`src/rtl/i2c_master_top.sv`:
```
// I2C master: START, 7-bit address + R/W, write/read bytes with ACK,
// then STOP or repeated START. Open-drain style drive (1 = release).
module i2c_master_top (
    input  logic       i2c_core_clock_i,
    input  logic       reset_bit_i,
    input  logic       enable_bit_i,
    input  logic [7:0] data_i,
    input  logic [7:0] addr_rw_i,
    input  logic [7:0] prescaler_i,
    input  logic       repeat_start_bit_i,
    input  logic       trans_fifo_empty_i,
    input  logic       rev_fifo_full_i,
    input  logic [7:0] state_done_time_i,
    input  logic       ack_bit_i,
    input  logic       sda_i,
    output logic       sda_o,
    output logic       scl_o
);

    typedef enum logic [3:0] {
        IDLE,
        START,
        ADDR,
        ADDR_ACK,
        WRITE,
        WRITE_ACK,
        READ,
        READ_ACK,
        STOP,
        REPEAT_START
    } state_t;

    state_t     state;
    state_t     end_st;
    logic [7:0] presc_cnt;
    logic [7:0] hold_cnt;
    logic [7:0] addr_q;
    logic [7:0] data_q;
    logic [7:0] rx_shift;
    logic [7:0] cur_byte;
    logic [7:0] presc_val;
    logic [7:0] hold_val;
    logic [2:0] bit_cnt;
    logic [1:0] phase;
    logic       ack_smp;
    logic       bit_state;
    logic       tick;
    logic       rise_tick;
    logic       fall_tick;
    logic       hold_done;

    assign presc_val = (prescaler_i == 8'd0) ? 8'd1 : prescaler_i;
    assign hold_val  = (state_done_time_i == 8'd0) ? 8'd1 : state_done_time_i;
    assign hold_done = (hold_cnt <= 8'd1);
    assign tick      = bit_state && (presc_cnt <= 8'd1);
    assign rise_tick = tick && !scl_o;
    assign fall_tick = tick && scl_o;
    assign cur_byte  = (state == ADDR) ? addr_q : data_q;
    assign end_st    = repeat_start_bit_i ? REPEAT_START : STOP;

    // SCL toggles only in the byte/ACK states
    always_comb begin
        bit_state = 1'b0;
        unique case (state)
            ADDR, ADDR_ACK, WRITE, WRITE_ACK, READ, READ_ACK: bit_state = 1'b1;
            default: bit_state = 1'b0;
        endcase
    end

    // Prescaler: preloaded outside the bit states, reloaded on each tick
    always_ff @(posedge i2c_core_clock_i or negedge reset_bit_i) begin
        if (!reset_bit_i) begin
            presc_cnt <= 8'd0;
        end else if (!bit_state || tick) begin
            presc_cnt <= presc_val;
        end else begin
            presc_cnt <= presc_cnt - 8'd1;
        end
    end

    // Main transfer FSM with registered SCL/SDA drive
    always_ff @(posedge i2c_core_clock_i or negedge reset_bit_i) begin
        if (!reset_bit_i) begin
            state    <= IDLE;
            scl_o    <= 1'b1;
            sda_o    <= 1'b1;
            hold_cnt <= 8'd0;
            bit_cnt  <= 3'd0;
            phase    <= 2'd0;
            addr_q   <= 8'd0;
            data_q   <= 8'd0;
            rx_shift <= 8'd0;
            ack_smp  <= 1'b0;
        end else begin
            unique case (state)
                IDLE: begin
                    scl_o <= 1'b1;
                    sda_o <= 1'b1;
                    if (enable_bit_i) begin
                        addr_q   <= addr_rw_i;
                        sda_o    <= 1'b0;
                        hold_cnt <= hold_val;
                        state    <= START;
                    end
                end
                START: begin
                    if (hold_done) begin
                        scl_o   <= 1'b0;
                        sda_o   <= addr_q[7];
                        bit_cnt <= 3'd0;
                        state   <= ADDR;
                    end else begin
                        hold_cnt <= hold_cnt - 8'd1;
                    end
                end
                ADDR, WRITE: begin
                    if (tick) begin
                        scl_o <= !scl_o;
                    end
                    if (fall_tick) begin
                        if (bit_cnt == 3'd7) begin
                            bit_cnt <= 3'd0;
                            sda_o   <= 1'b1;
                            state   <= (state == ADDR) ? ADDR_ACK : WRITE_ACK;
                        end else begin
                            bit_cnt <= bit_cnt + 3'd1;
                            sda_o   <= cur_byte[3'd6 - bit_cnt];
                        end
                    end
                end
                ADDR_ACK, WRITE_ACK: begin
                    if (tick) begin
                        scl_o <= !scl_o;
                    end
                    if (rise_tick) begin
                        ack_smp <= sda_i;
                    end
                    if (fall_tick) begin
                        hold_cnt <= hold_val;
                        phase    <= 2'd0;
                        if (ack_smp) begin
                            sda_o <= 1'b0;
                            state <= STOP;
                        end else if (state == ADDR_ACK && addr_q[0]) begin
                            sda_o <= 1'b1;
                            state <= READ;
                        end else if (!trans_fifo_empty_i) begin
                            data_q <= data_i;
                            sda_o  <= data_i[7];
                            state  <= WRITE;
                        end else begin
                            sda_o <= repeat_start_bit_i;
                            state <= end_st;
                        end
                    end
                end
                READ: begin
                    sda_o <= 1'b1;
                    if (tick) begin
                        scl_o <= !scl_o;
                    end
                    if (rise_tick) begin
                        rx_shift <= {rx_shift[6:0], sda_i};
                    end
                    if (fall_tick) begin
                        if (bit_cnt == 3'd7) begin
                            bit_cnt <= 3'd0;
                            sda_o   <= ack_bit_i;
                            state   <= READ_ACK;
                        end else begin
                            bit_cnt <= bit_cnt + 3'd1;
                        end
                    end
                end
                READ_ACK: begin
                    if (tick) begin
                        scl_o <= !scl_o;
                    end
                    if (fall_tick) begin
                        hold_cnt <= hold_val;
                        phase    <= 2'd0;
                        if (!ack_bit_i && !rev_fifo_full_i) begin
                            sda_o <= 1'b1;
                            state <= READ;
                        end else begin
                            sda_o <= repeat_start_bit_i;
                            state <= end_st;
                        end
                    end
                end
                STOP: begin
                    if (!hold_done) begin
                        hold_cnt <= hold_cnt - 8'd1;
                    end else begin
                        hold_cnt <= hold_val;
                        unique case (phase)
                            2'd0: begin
                                scl_o <= 1'b1;
                                phase <= 2'd1;
                            end
                            2'd1: begin
                                sda_o <= 1'b1;
                                phase <= 2'd2;
                            end
                            default: begin
                                phase <= 2'd0;
                                state <= IDLE;
                            end
                        endcase
                    end
                end
                REPEAT_START: begin
                    if (!hold_done) begin
                        hold_cnt <= hold_cnt - 8'd1;
                    end else begin
                        hold_cnt <= hold_val;
                        if (phase == 2'd0) begin
                            scl_o <= 1'b1;
                            phase <= 2'd1;
                        end else begin
                            phase  <= 2'd0;
                            addr_q <= addr_rw_i;
                            sda_o  <= 1'b0;
                            state  <= START;
                        end
                    end
                end
                default: begin
                    scl_o <= 1'b1;
                    sda_o <= 1'b1;
                    state <= IDLE;
                end
            endcase
        end
    end

endmodule

```
`config.mk`:
```
export PLATFORM = sky130hd
export DESIGN_NAME = i2c_master_top
export DESIGN_NICKNAME = d
export VERILOG_FILES = /design/src/rtl/i2c_master_top.sv
export SDC_FILE = /design/constraint.sdc
export NUM_CORES = 1
export LEC_CHECK = 0
export CAP_MARGIN = 10
export CORE_MARGIN = 4
export CORE_UTILIZATION = 38
export DETAILED_ROUTE_END_ITERATION = 12
export PLACE_DENSITY = 0.69
export REMOVE_ABC_BUFFERS = 1
export SLEW_MARGIN = 20
export SYNTH_ARGS = -nofsm -noshare
export SYNTH_HDL_FRONTEND = slang
export SYNTH_SLANG_ARGS = --single-unit
```
`constraint.sdc`:
```
create_clock -name i2c_core_clock_i -period 2.5 [get_ports i2c_core_clock_i]
set_input_delay 0.25 -clock i2c_core_clock_i [delete_from_list [all_inputs] [get_ports i2c_core_clock_i]]
set_output_delay 0.25 -clock i2c_core_clock_i [all_outputs]
set_load 0.005 [all_outputs]
```
Yosys cells after proc, flatten, opt, wreduce, memory -nomap -nowiden
Cells that the tools add are included.

$lt $le $gt $ge: 3. Shifts and indexed selects: 0. Mux-type cells: 67. $mul: 0. Bitwise logic cells: 3. Reductions and logical operators: 34. Equal/unequal tests: 30. $add $sub $neg: 4. Divide/modulo/power cells: 0.

Operators by type and width (number): $mux W8 (11); $mux W4 (16); $pmux W4 S8 (1); $pmux W8 S4 (1); $ne A2 B2 Y1 const B (14); $mux W1 (24); $eq A4 B3 Y1 const B (4); $le A8 B1 Y1 const B (2); $logic_not A8 Y1 (2); $pmux W8 S2 (1); $reduce_and A4 Y1 (4); $sub A8 B1 Y8 const B (2); $mux W3 (4); $reduce_and A12 Y1 (1); $ne A2 B1 Y1 const B (5); $eq A4 B2 Y1 const B (2); $eq A4 B4 Y1 const B (2); $pmux W1 S8 (1); $reduce_and A8 Y1 (1); $reduce_or A2 Y1 (4); $mux W2 (3); $pmux W2 S3 (1); $pmux W3 S2 (1); $reduce_or A3 Y1 (2); 22 further kinds (32).

Flip-flop bits (word level): 44. Memories kept: 0. Memory bits (writable): 0. Bits of input ports: 40. Bits in latches: 0. Memory bits (read-only): 0. Logic and storage cells: 151.

Logic depth before layout (Yosys ltp)
Gate-level depths: netlist (run 1).

Depth after elaboration: 7. Depth in mapped cells: 9. Gate-level depth less buffers: 7.

Least setup slack after synthesis (run 1)
Ideal clock, no wire load.

Path type: flip-flop to flip-flop. From: reg state[3]. To: reg sda_o. Setup slack: 0.272 ns. Path buffers: 1. Clock period less this slack: 2.228 ns. Stages on the path, launching flop included: 7. Arrival: 2.130 ns. Library setup time: 0.097 ns. Cell sequence: dfrtp_1 > buf_2 > nor4b_4 > mux4_2 > o2bb2ai_1 > a2111oi_0 > o22ai_1.

Cells in the longest elaborated chain, start to end: 7.

Ends and longest elaborated chain: start: declaration (line 33) `state_t state;`; start signal: assignment (line 124) `state <= (state == ADDR) ? ADDR_ACK : WRITE_ACK;`; start signal: assignment (line 153) `state <= end_st;`; start signal: assignment (line 187) `state <= end_st;`; $eq A4 B2 Y1 (tied with other cells) (line 58, 64, 95); $mux W8 or $reduce_or A6 Y1 (tied branches); $bmux W1 S3 or $mux W1 (tied branches) (line 127, 64); $mux W1 (not written as such) or $logic_and A1 B1 Y1 (tied branches) (line 127, 55); $mux W1 or $logic_and A1 B1 Y1 (tied branches) (line 121, 57); $mux W1 (tied with other cells) (line 120) `if (fall_tick) begin`; $pmux W1 S8 or $reduce_and A8 Y1 (tied branches); end signal: assignment (line 109) `sda_o <= addr_q[7];`; end signal: assignment (line 127) `sda_o <= cur_byte[3'd6 - bit_cnt];`; end signal: assignment (line 149) `sda_o <= data_i[7];`; end: declaration (line 16) `output logic sda_o,`.

Several ways; a longest one is shown, not always the timed one. The select of a mux whose other input is x is not followed. A chain may end at the register's enable or synchronous reset.

Worst setup path after layout (run 1)
From: reg presc_cnt[0]. To: reg state[2].

Cells in the longest elaborated chain, start to end: 5.

Ends and longest elaborated chain: start: declaration (line 35) `logic [7:0] presc_cnt;`; start signal: assignment (line 75) `presc_cnt <= presc_val;`; start signal: assignment (line 77) `presc_cnt <= presc_cnt - 8'd1;`; $le A8 B1 Y1 (*) (line 55) `assign tick = bit_state && (presc_cnt <= 8'd1);`; $logic_and A1 B1 Y1 (*) (line 55); $logic_and A1 B1 Y1 (*) (line 57) `assign fall_tick = tick && scl_o;`; $ne A2 B2 Y1 (no line); $reduce_and A12 Y1 (no line) (*).

Every way passes the cells marked *; elsewhere a longest branch is shown, timed or not.

==> flow_metrics.py, run 1 <==
metrics = {
    "run_status": {
        "outcome": "finished, final reports clean",
    },
    "die": {
        "fp.dieH_um": 94.8,
        "floorplan.die_area_um2": 8980,
        "ioPinCount": 42,
        "coreArea_um2": 7290,
        "rows": 31,
        "start_util_pct": 39.2,
        "die_w_um": 94.8,
    },
    "detailed_routing": {
        "vias": 2393,
        "top_layer_used": "met4",
        "wl_met2_mm": 3.46,
        "ant_nets": 0,
        "vias_per_cell": 5.51,
        "drt_first_iter_violations": 280,
        "wl_mm": 7.02,
        "wl_met3_um": 355,
        "wl_met1_mm": 3.16,
        "dr.pass1.iters": 4,
        "drc_errors": 0,
        "wl_per_cell_um": 16.2,
    },
    "critical_path": {
        "startpoint_type": "flip-flop",
        "r2r-end": "state[2]",
        "slowest_delay_ns": 0.53,
        "worstPathArrival_ns": 2.61,
        "cpMaxStageDelayCell": "or4_1",
        "cp.depth": 7,
        "crit_type": "flip-flop to flip-flop",
        "cp_max_fo": 9,
        "crit_family": "simple AND/OR/NAND/NOR gates",
        "worstSetupEndpointType": "flip-flop",
        "required_ns": 2.70,
        "path_cells": "inv_1 > ha_1 > o21ba_1 > and4b_1 > a21boi_0 > or4_1 > a32o_1",
        "reg2reg_depth": 7,
        "ff2ff_setup_slack_ns": 0.09,
        "reg2reg_from": "presc_cnt[0]",
        "crit_buf_inv": 1,
    },
    "timing": {
        "finalSetupTns_ns": 0,
        "hold_viol": 0,
        "relSlewSlack_pct": 58.5,
        "clock_skew_ns": 0.00521,
        "rsz0062_at_grt": "false",
        "finalMaxSlewViolations": 0,
        "fin_crit_sh_pct": 96.4,
        "timing.fmax_ghz": 0.415,
        "finalCriticalPeriod_ns": 2.41,
        "setup_viol": 0,
        "tightest_slew_ns": 0.622,
    },
    "clocking": {
        "cts_tree": "done",
        "worstSkewPairLatency_ns": 0.31,
        "clkTransAtPathRegs_ns": 0.09,
        "h-tree-depth": 2,
        "root_buffer": "clkbuf_8",
        "cts_buffer_depth": 2,
        "clock_sinks": 44,
        "cts_buffers": 5,
    },
    "placement": {
        "placed_cells": 425,
        "dp_hpwl_mm": 5.22,
        "globalplace.congestion": 0.907,
        "io_buffers": 41,
    },
    "pwr": {
        "irDropWorstVdd_v": 0.000374,
        "switchingPower_mw": 1.68,
        "internal-power_mw": 2.27,
        "pwr-share-comb_pct": 51.8,
        "seq_power_share_pct": 33.6,
        "p_sw_share_pct": 42.5,
        "clockPowerShare_pct": 14.6,
        "power.density_nw_per_um2": 1120,
        "total_power_mw": 3.95,
        "cellLeakagePower_nw": 1.46,
    },
    "hold_path": {
        "hold_path.class": "primary input to asynchronous set/reset pin",
    },
    "synth": {
        "postSynthCellCount": 288,
        "yosys-top-cells-count": "dfrtp_1, nand2_1, nor2_1",
        "synth.most_common_cell": "dfrtp_1",
        "yosysUniqueCellTypes": 70,
        "synth_top_area_share_pct": 36.7,
        "netlist_area_um2": 2860,
        "ys.flop_type": "dfrtp_1",
        "synth-edff-count": 0,
        "synth_top_area_cell": "dfrtp_1",
        "postSynth.asyncResetShare_pct": 100,
        "synth_seq_cells": 44,
        "syn_avg_cell_area_um2": 9.94,
        "synth_seq_area_share_pct": 38.6,
        "synth_area_leaders": "dfrtp_1, mux2_2, mux2_1",
        "ys_warn_count": 0,
    },
    "layout": {
        "syn_to_final_growth_pct": 23.7,
        "fillers": 721,
        "antenna_cells": 0,
        "seqCellArea_um2": 1100,
        "instances_no_fill": 434,
        "layout-drive-gt1-share_pct": 15.2,
        "fin_util_pct": 48.6,
        "layout.nets": 380,
        "multi_input_area_um2": 1660,
    },
    "global_route": {
        "antenna_found_initial": 0,
        "grt_usage_pct": 16.7,
        "gr-total-overflow": 0,
        "first_global_vias": 2432,
        "grt_max_degree": 45,
        "grt_pass1_wl_mm": 11.7,
    },
    "run": {
        "drv_cap": 0,
    },
}
cell families after synthesis:
group	synth area share [%]
buf+inv	3.54
flops	38.6
fa+ha+maj	2.62
mux	14.2
xor+xnor	2.45
simple gates	20.7
compound gates	17.9
metrics by stage:
stage	instance area (um2)	hold WS (ns)	worst slack [ns]
3_3_place_gp	3410	0.471	0.198
4_1_cts	3520	0.141	0.135
5_1_grt	3540	0.516	0.0147
3_5_place_dp	3410	0.486	0.165
6_report	3540	0.464	0.0899
2_1_floorplan	2790	-0.0456	0.192
cell type report:
cell class / count / share of cell area, %
Multi-Input combinational cell: 221 / 46.9
Sequential cell: 44 / 31.2
Timing Repair Buffer: 54 / 14.3
Tap cell: 99 / 3.50
Clock buffer: 5 / 1.94
Clock inverter: 3 / 1.31
Inverter: 8 / 0.848
worst max path at each step:
stage                       startpoint       end  slack [ns]
after floorplan               state[1]     sda_o        0.19
after global placement    presc_cnt[0]  state[2]        0.20
after detailed placement  presc_cnt[0]  state[2]        0.17
after CTS                 presc_cnt[0]  state[2]        0.13
after global routing      presc_cnt[0]  state[2]        0.01
final                     presc_cnt[0]  state[2]        0.09
metal layers:
layer  up-vias  global-route usage, %
met5         -                      0
met4         0                   4.93
met3         5                   3.19
met2        67                   28.3
met1      1142                   21.6
li1       1179                      -
power groups by stage:
stage / Sequential, mW / Clock [mW] / Combinational, mW
2_1_floorplan: 1.30 / 0 / 1.42
3_3_place_gp: 1.32 / 0 / 1.99
3_5_place_dp: 1.34 / 0 / 2.03
4_1_cts: 1.33 / 0.598 / 2.04
5_1_grt: 1.37 / 0.626 / 2.26
6_report: 1.33 / 0.578 / 2.04
sequential cells by signal, indices dropped and copies added, names as in the netlist:
name       cells
bit_cnt        3
hold_cnt       8
data_q         8
sda_o          1
addr_q         8
scl_o          1
state          4
ack_smp        1
presc_cnt      8
phase          2
what timing repair did:
item | in CTS | in global routing
setup endpoints to repair | 0 | 8
hold buffers | 0 | 1
resized for setup | 0 | 2
setup buffers | 0 | 0
hold endpoints to repair | 0 | 29
worst reg2reg max path, cell delays in order, from the launching register on:
cell and delay [ns]:
dfrtp_1 0.42, inv_1 0.09, ha_1 0.25, o21ba_1 0.16, and4b_1 0.42, a21boi_0 0.23
or4_1 0.53, a32o_1 0.22
cells in the final DEF (no fill, tap or decap), drive strengths merged, types with 3 or more instances in the layout:
master	synthesis	final
nor2	20	20
o22ai	3	3
clkdlybuf4s50	0	40
o21ai	18	18
nor3	15	15
mux4	3	3
nor4	8	8
ha	6	6
dfrtp	42	42
xnor2	5	5
or4	4	4
a21oi	6	6
a31oi	3	3
inv	8	9
nor3b	3	3
o211ai	4	4
xor2	3	3
mux2	22	22
o2bb2ai	5	5
nor2b	4	4
nand2	24	24
clkbuf	4	5
or2	4	4
a22oi	3	3
nand2b	3	3
nand4	4	4
mux2i	9	9
buf	11	13
Power figures use the tool's default switching activity.
==> run 2: changes to the inputs <==
==> constraint.sdc (replaced) <==
create_clock -name i2c_core_clock_i -period 2.7 [get_ports i2c_core_clock_i]
set_input_delay 0.27 -clock i2c_core_clock_i [delete_from_list [all_inputs] [get_ports i2c_core_clock_i]]
set_output_delay 0.27 -clock i2c_core_clock_i [all_outputs]
set_load 0.005 [all_outputs]
==> run 2 against run 1 <==
Net effect: die area unchanged; setup slack better by 0.22 ns; critical path depth stayed put; clock power shrank 13%; register-to-register slack better by 0.22 ns; first-iteration DRC count is 25% lower; wire length decreased by 2.6%; core utilization is 0.36 points lower; clock-buffer cell count is 1 higher; worst hold slack improved by 0.035 ns; critical path type unchanged; highest routed layer unchanged.
==> flow_metrics.py, run 2 (same netlist as run 1, synthesis figures left out) <==
metrics = {
    "critical_path": {
        "startpoint": "hold_cnt[0]",
        "worstPathArrival_ns": 2.57,
        "startpoint_type": "flip-flop",
        "slowest_delay_ns": 0.81,
        "worstSetupEndpointType": "flip-flop",
        "crit_family": "simple AND/OR/NAND/NOR gates",
        "required_ns": 2.88,
        "path_cells": "inv_1 > ha_1 > or2_1 > a31oi_1 > nor2_1 > mux2i_1 > a32oi_1",
        "cp_max_fo": 12,
        "cpMaxStageDelayCell": "nor2_1",
        "crit_type": "flip-flop to flip-flop",
        "crit_buf_inv": 1,
        "reg2reg_from": "hold_cnt[0]",
    },
    "pwr": {
        "pwr-share-comb_pct": 52.4,
        "p_sw_share_pct": 42.0,
        "power.density_nw_per_um2": 1020,
        "irDropWorstVdd_v": 0.000327,
        "clockPowerShare_pct": 14.0,
        "cellLeakagePower_nw": 1.45,
        "internal-power_mw": 2.09,
        "switchingPower_mw": 1.51,
        "seq_power_share_pct": 33.6,
        "total_power_mw": 3.60,
    },
    "detailed_routing": {
        "dr.pass1.iters": 4,
        "wl_mm": 6.84,
        "drc_errors": 0,
        "vias_per_cell": 5.68,
        "wl_per_cell_um": 15.8,
        "vias": 2454,
        "ant_nets": 0,
        "drt_first_iter_violations": 211,
    },
    "die": {
        "floorplan.die_area_um2": 8980,
        "ioPinCount": 42,
        "start_util_pct": 39.2,
        "coreArea_um2": 7290,
        "die_w_um": 94.8,
        "fp.dieH_um": 94.8,
        "rows": 31,
    },
    "timing": {
        "relSlewSlack_pct": 31.5,
        "fin_crit_sh_pct": 88.6,
        "tightest_slew_ns": 1.02,
        "finalHoldWorstSlack_ns": 0.499,
        "rsz0062_at_grt": "false",
        "finalCriticalPeriod_ns": 2.39,
        "setup_viol": 0,
        "finalSetupTns_ns": 0,
        "hold_viol": 0,
        "clock_skew_ns": 0.00919,
        "fin_ws_ns": 0.308,
        "timing.fmax_ghz": 0.418,
        "finalMaxSlewViolations": 0,
    },
    "layout": {
        "fillers": 715,
        "fin_util_pct": 48.2,
        "instances_no_fill": 432,
        "final_cell_mix": "dfrtp_1, clkdlybuf4s50_1, nand2_1",
        "layout-drive-gt1-share_pct": 14.1,
        "mostFrequentLayoutCell": "dfrtp_1",
        "syn_to_final_growth_pct": 22.8,
        "layout.nets": 378,
        "finalInstanceArea_um2": 3510,
        "antenna_cells": 0,
    },
    "clocking": {
        "clock_sinks": 44,
        "clkTransAtPathRegs_ns": 0.09,
        "root_buffer": "clkbuf_8",
        "cts_buffers": 5,
        "ctsResizeCount": 0,
        "h-tree-depth": 2,
        "cts_tree": "done",
        "worstSkewPairLatency_ns": 0.30,
        "cts_buffer_depth": 2,
    },
    "global_route": {
        "grt_pass1_wl_mm": 11.2,
        "first_global_vias": 2310,
        "gr-total-overflow": 0,
        "grt_max_degree": 45,
        "grt_usage_pct": 15.6,
        "antenna_found_initial": 0,
    },
    "run": {
        "drv_cap": 0,
    },
    "hold_path": {
        "hold_path.class": "primary input to asynchronous set/reset pin",
    },
    "placement": {
        "placed_cells": 423,
        "dp_hpwl_mm": 5.15,
        "io_buffers": 41,
        "place_area_um2": 3390,
        "globalplace.congestion": 0.895,
        "dp_worst_setup_slack_ns": 0.334,
    },
    "run_status": {
        "outcome": "finished, final reports clean",
    },
}
## run 2: cell types whose count changed in the layout (fill, tap and decap cells not counted)
| cell | before | now |
|---|---|---|
| clkinvlp_4 | 1 | 0 |
| clkbuf_1 | 0 | 1 |
| a2111oi_1 | 1 | 0 |
| clkinv_2 | 0 | 1 |
| nor2_1 | 19 | 20 |
| a2111oi_0 | 1 | 2 |
| nor2_2 | 1 | 0 |
| buf_4 | 13 | 11 |
| inv_6 | 1 | 0 |
## run 2: worst paths after layout
path	endpoint	slack [ns]	depth (start not counted)
worst max-delay path	hold_cnt[6]	0.31	7
worst min-delay path	hold_cnt[7]	0.50	2
worst max register to register	hold_cnt[6]	0.31	7
worst min register to register	bit_cnt[1]	0.50	2
max in group asynchronous	sda_o	1.79	2
min in group i2c_core_clock_i	bit_cnt[1]	0.50	2
## run 2: final cells by class
class / count / area [um2] / area share (%)
multi-input cells: 221 / 1660 / 47.1
flip-flops and latches: 44 / 1100 / 31.4
repair buffers: 52 / 493 / 14.0
well taps: 99 / 124 / 3.52
clock buffers: 6 / 72.6 / 2.06
clock inverters: 2 / 35.0 / 0.997
inverters: 8 / 30.0 / 0.854
## run 2: timing repair
item / in CTS / in global routing
hold endpoints to repair: 0 / 1
buffers inserted: 0 / 0
hold buffers: 0 / 1
endpoints found under the setup margin: 0 / 0
## run 2: metal layers
layer  vias to the layer above  track usage (%)  part of all wire [%]
li1                       1179                -                     -
met1                      1188             20.2                    44
met2                        74             26.7                    50
met3                        13             2.95                   5.1
met4                         0             4.33                   1.3
met5                         -                0                     0
## run 2: power by group through the flow
| stage | sequential (mW) | combinational [mW] | clock, mW |
|---|---|---|---|
| 2_1_floorplan | 1.20 | 1.31 | 0 |
| 3_3_place_gp | 1.21 | 1.84 | 0 |
| 3_5_place_dp | 1.22 | 1.88 | 0 |
| 4_1_cts | 1.21 | 1.89 | 0.520 |
| 5_1_grt | 1.25 | 2.08 | 0.544 |
| 6_report | 1.21 | 1.88 | 0.505 |
==> edit, RTL diff (config.mk and constraints of run 2) <==
The 10 states of `state_t` get a one-hot encoding in 10 bits.
--- a/src/rtl/i2c_master_top.sv
+++ b/src/rtl/i2c_master_top.sv
@@ -18,15 +18,15 @@
 );
 
-    typedef enum logic [3:0] {
-        IDLE,
-        START,
-        ADDR,
-        ADDR_ACK,
-        WRITE,
-        WRITE_ACK,
-        READ,
-        READ_ACK,
-        STOP,
-        REPEAT_START
+    typedef enum logic [9:0] {
+        IDLE         = 10'b0000000001,
+        START        = 10'b0000000010,
+        ADDR         = 10'b0000000100,
+        ADDR_ACK     = 10'b0000001000,
+        WRITE        = 10'b0000010000,
+        WRITE_ACK    = 10'b0000100000,
+        READ         = 10'b0001000000,
+        READ_ACK     = 10'b0010000000,
+        STOP         = 10'b0100000000,
+        REPEAT_START = 10'b1000000000
     } state_t;
 
Check against the original RTL: same outputs for any inputs over 10 cycles, from zero or initial values and one cycle with reset_bit_i low; not proved beyond that.
==> edit against run 2 <==
Total power shrank 24%; synthesized area grew 11%; non-clock buffer count grew 7; setup slack lost 0.13 ns; clock power shrank 15%; critical endpoint is now hold_cnt[3]; sequential share of layout area grew 0.91 points; sequential cell count grew 6; synthesized cell count grew 19%; wire length grew 12%; combinational power shrank 37%; design area grew 11%.
==> edit: results (changes against run 2) <==
Leak Pwr 0.001599 uW (was 0.001448 uW); sequential cell area fraction in the yosys report 39.46% (was 38.57%); worst flop-to-flop path startpoint state[7] (was hold_cnt[0]); vias in the first global route 2625 (was 2310); Mapped Cells 344 (was 288); # fillers 794 (was 715); Placed Cells 493 (was 423); Placed Area 3782 sq um (was 3395 sq um); top cells by count, synth dfrtp_1, nor2_1, nand2_1 (was dfrtp_1, nand2_1, nor2_1); Total GRT Usage 16.19% (was 15.64%); first-pass GRT wire length 13100 um (was 11200 um); DR iter-0 viols 193 (was 211); Tmin final 2.526 ns (was 2.392 ns); Max Cap Viol 0 (unchanged); H-tree depth 2 (unchanged); crit-path max cell delay 0.65 ns (was 0.81 ns); DP HPWL 6046 um (was 5150 um); worst-path maximum fanout 17 (was 12); Peak VDD IR 0.2662 mV (was 0.3266 mV); Nets 442 (was 378); Synth cell types 59 (was 70); Setup Skew 0.007462 ns (was 0.009191 ns); CP max-delay cell or4_1 (was nor2_1); RR Endpoint hold_cnt[3] (was hold_cnt[6]); routed length per instance 15.29 um (was 15.83 um); wirelength, routed 7674 um (was 6839 um); leading post-synthesis cells by cell area dfrtp_1, mux2_2, nor2_1 (was dfrtp_1, mux2_2, mux2_1); reg2reg setup slack 0.17 ns (was 0.31 ns); status complete, no violations (unchanged); layout cells sized above 1 15.87% (was 14.11%); Arrival @ worst endpoint 2.71 ns (was 2.57 ns)
==> edit: cell types whose count changed after synthesis, moves of 4 or more <==
cell              run 2  this run
a21oi_1               6        20
o21ai_0               9        13
inv_1                 8        13
nor4_1                6        11
mux2_1               10         0
nor2b_1               4         0
nand2b_1              3         9
o2bb2ai_1             5         1
nor2_1               20        40
dfrtp_1              42        47
or3_1                 1         5
mux2_2               12        22
==> edit: worst max path at each step <==
stage                        start          end  depth (start not counted)
after detailed placement  state[6]  hold_cnt[7]                          6
after floorplan           state[8]    data_q[0]                          5
final                     state[7]  hold_cnt[3]                          7
after global routing      state[6]  hold_cnt[7]                          6
after global placement    state[6]  hold_cnt[4]                          6
after CTS                 state[6]  hold_cnt[7]                          6
==> edit: report_power, final <==
group	internal, uW	leakage, uW	total, uW	switching (uW)
registers	939	0.000626	1110	175
clock network	184	0.0000385	430	246
logic	569	0.000935	1190	619
total	1690	0.00160	2730	1040
==> edit: per-stage QoR <==
step / hold WS (ns) / util, %
4_1_cts: 0.4183 / 47.41
5_1_grt: 0.4506 / 47.51
6_report: 0.4040 / 47.51
2_1_floorplan: -0.02559 / -
3_3_place_gp: 0.2168 / 46.27
3_5_place_dp: 0.2130 / 46.27
==> edit: timing repair <==
item                                    CTS  global route
buffers inserted                          0             0
endpoints found under the setup margin    0             4
hold endpoints to repair                 13             0
hold buffers                              1             0
gates resized for setup                   0             2
==> edit: worst reg2reg max path, stage by stage (launching register included) <==
cell      delay, ns
dfrtp_1        0.43
or4_1          0.65
or3_1          0.44
buf_4          0.17
a21boi_4       0.14
a31o_4         0.29
o21ai_0        0.21
o21ai_1        0.09
==> edit: area by class of cell <==
cell class	count	share of cell area, %
Multi-Input combinational cell	267	46.59
Inverter	13	1.256
Sequential cell	50	32.31
Clock buffer	7	1.965
Tap cell	105	3.383
Clock inverter	1	0.1933
Timing Repair Buffer	59	14.30
==> edit: layer usage <==
layer	wire [um]	GRT usage, %	part of all wire [%]
met1	3537	22.35	46
met2	3666	26.55	48
met3	356	2.384	4.6
met4	113	4.412	1.5
met5	0	0	0
==> edit: kinds of logic (layout without fill, tap and decap cells) <==
kind of cell	after synthesis	in the layout	share of synthesized area, %
simple gates	143	143	24.90
mux	30	30	10.31
buf+inv	27	80	3.895
fa+ha+maj	6	6	2.360
flops	50	50	39.46
xor+xnor	11	11	3.029
compound gates	77	77	16.05
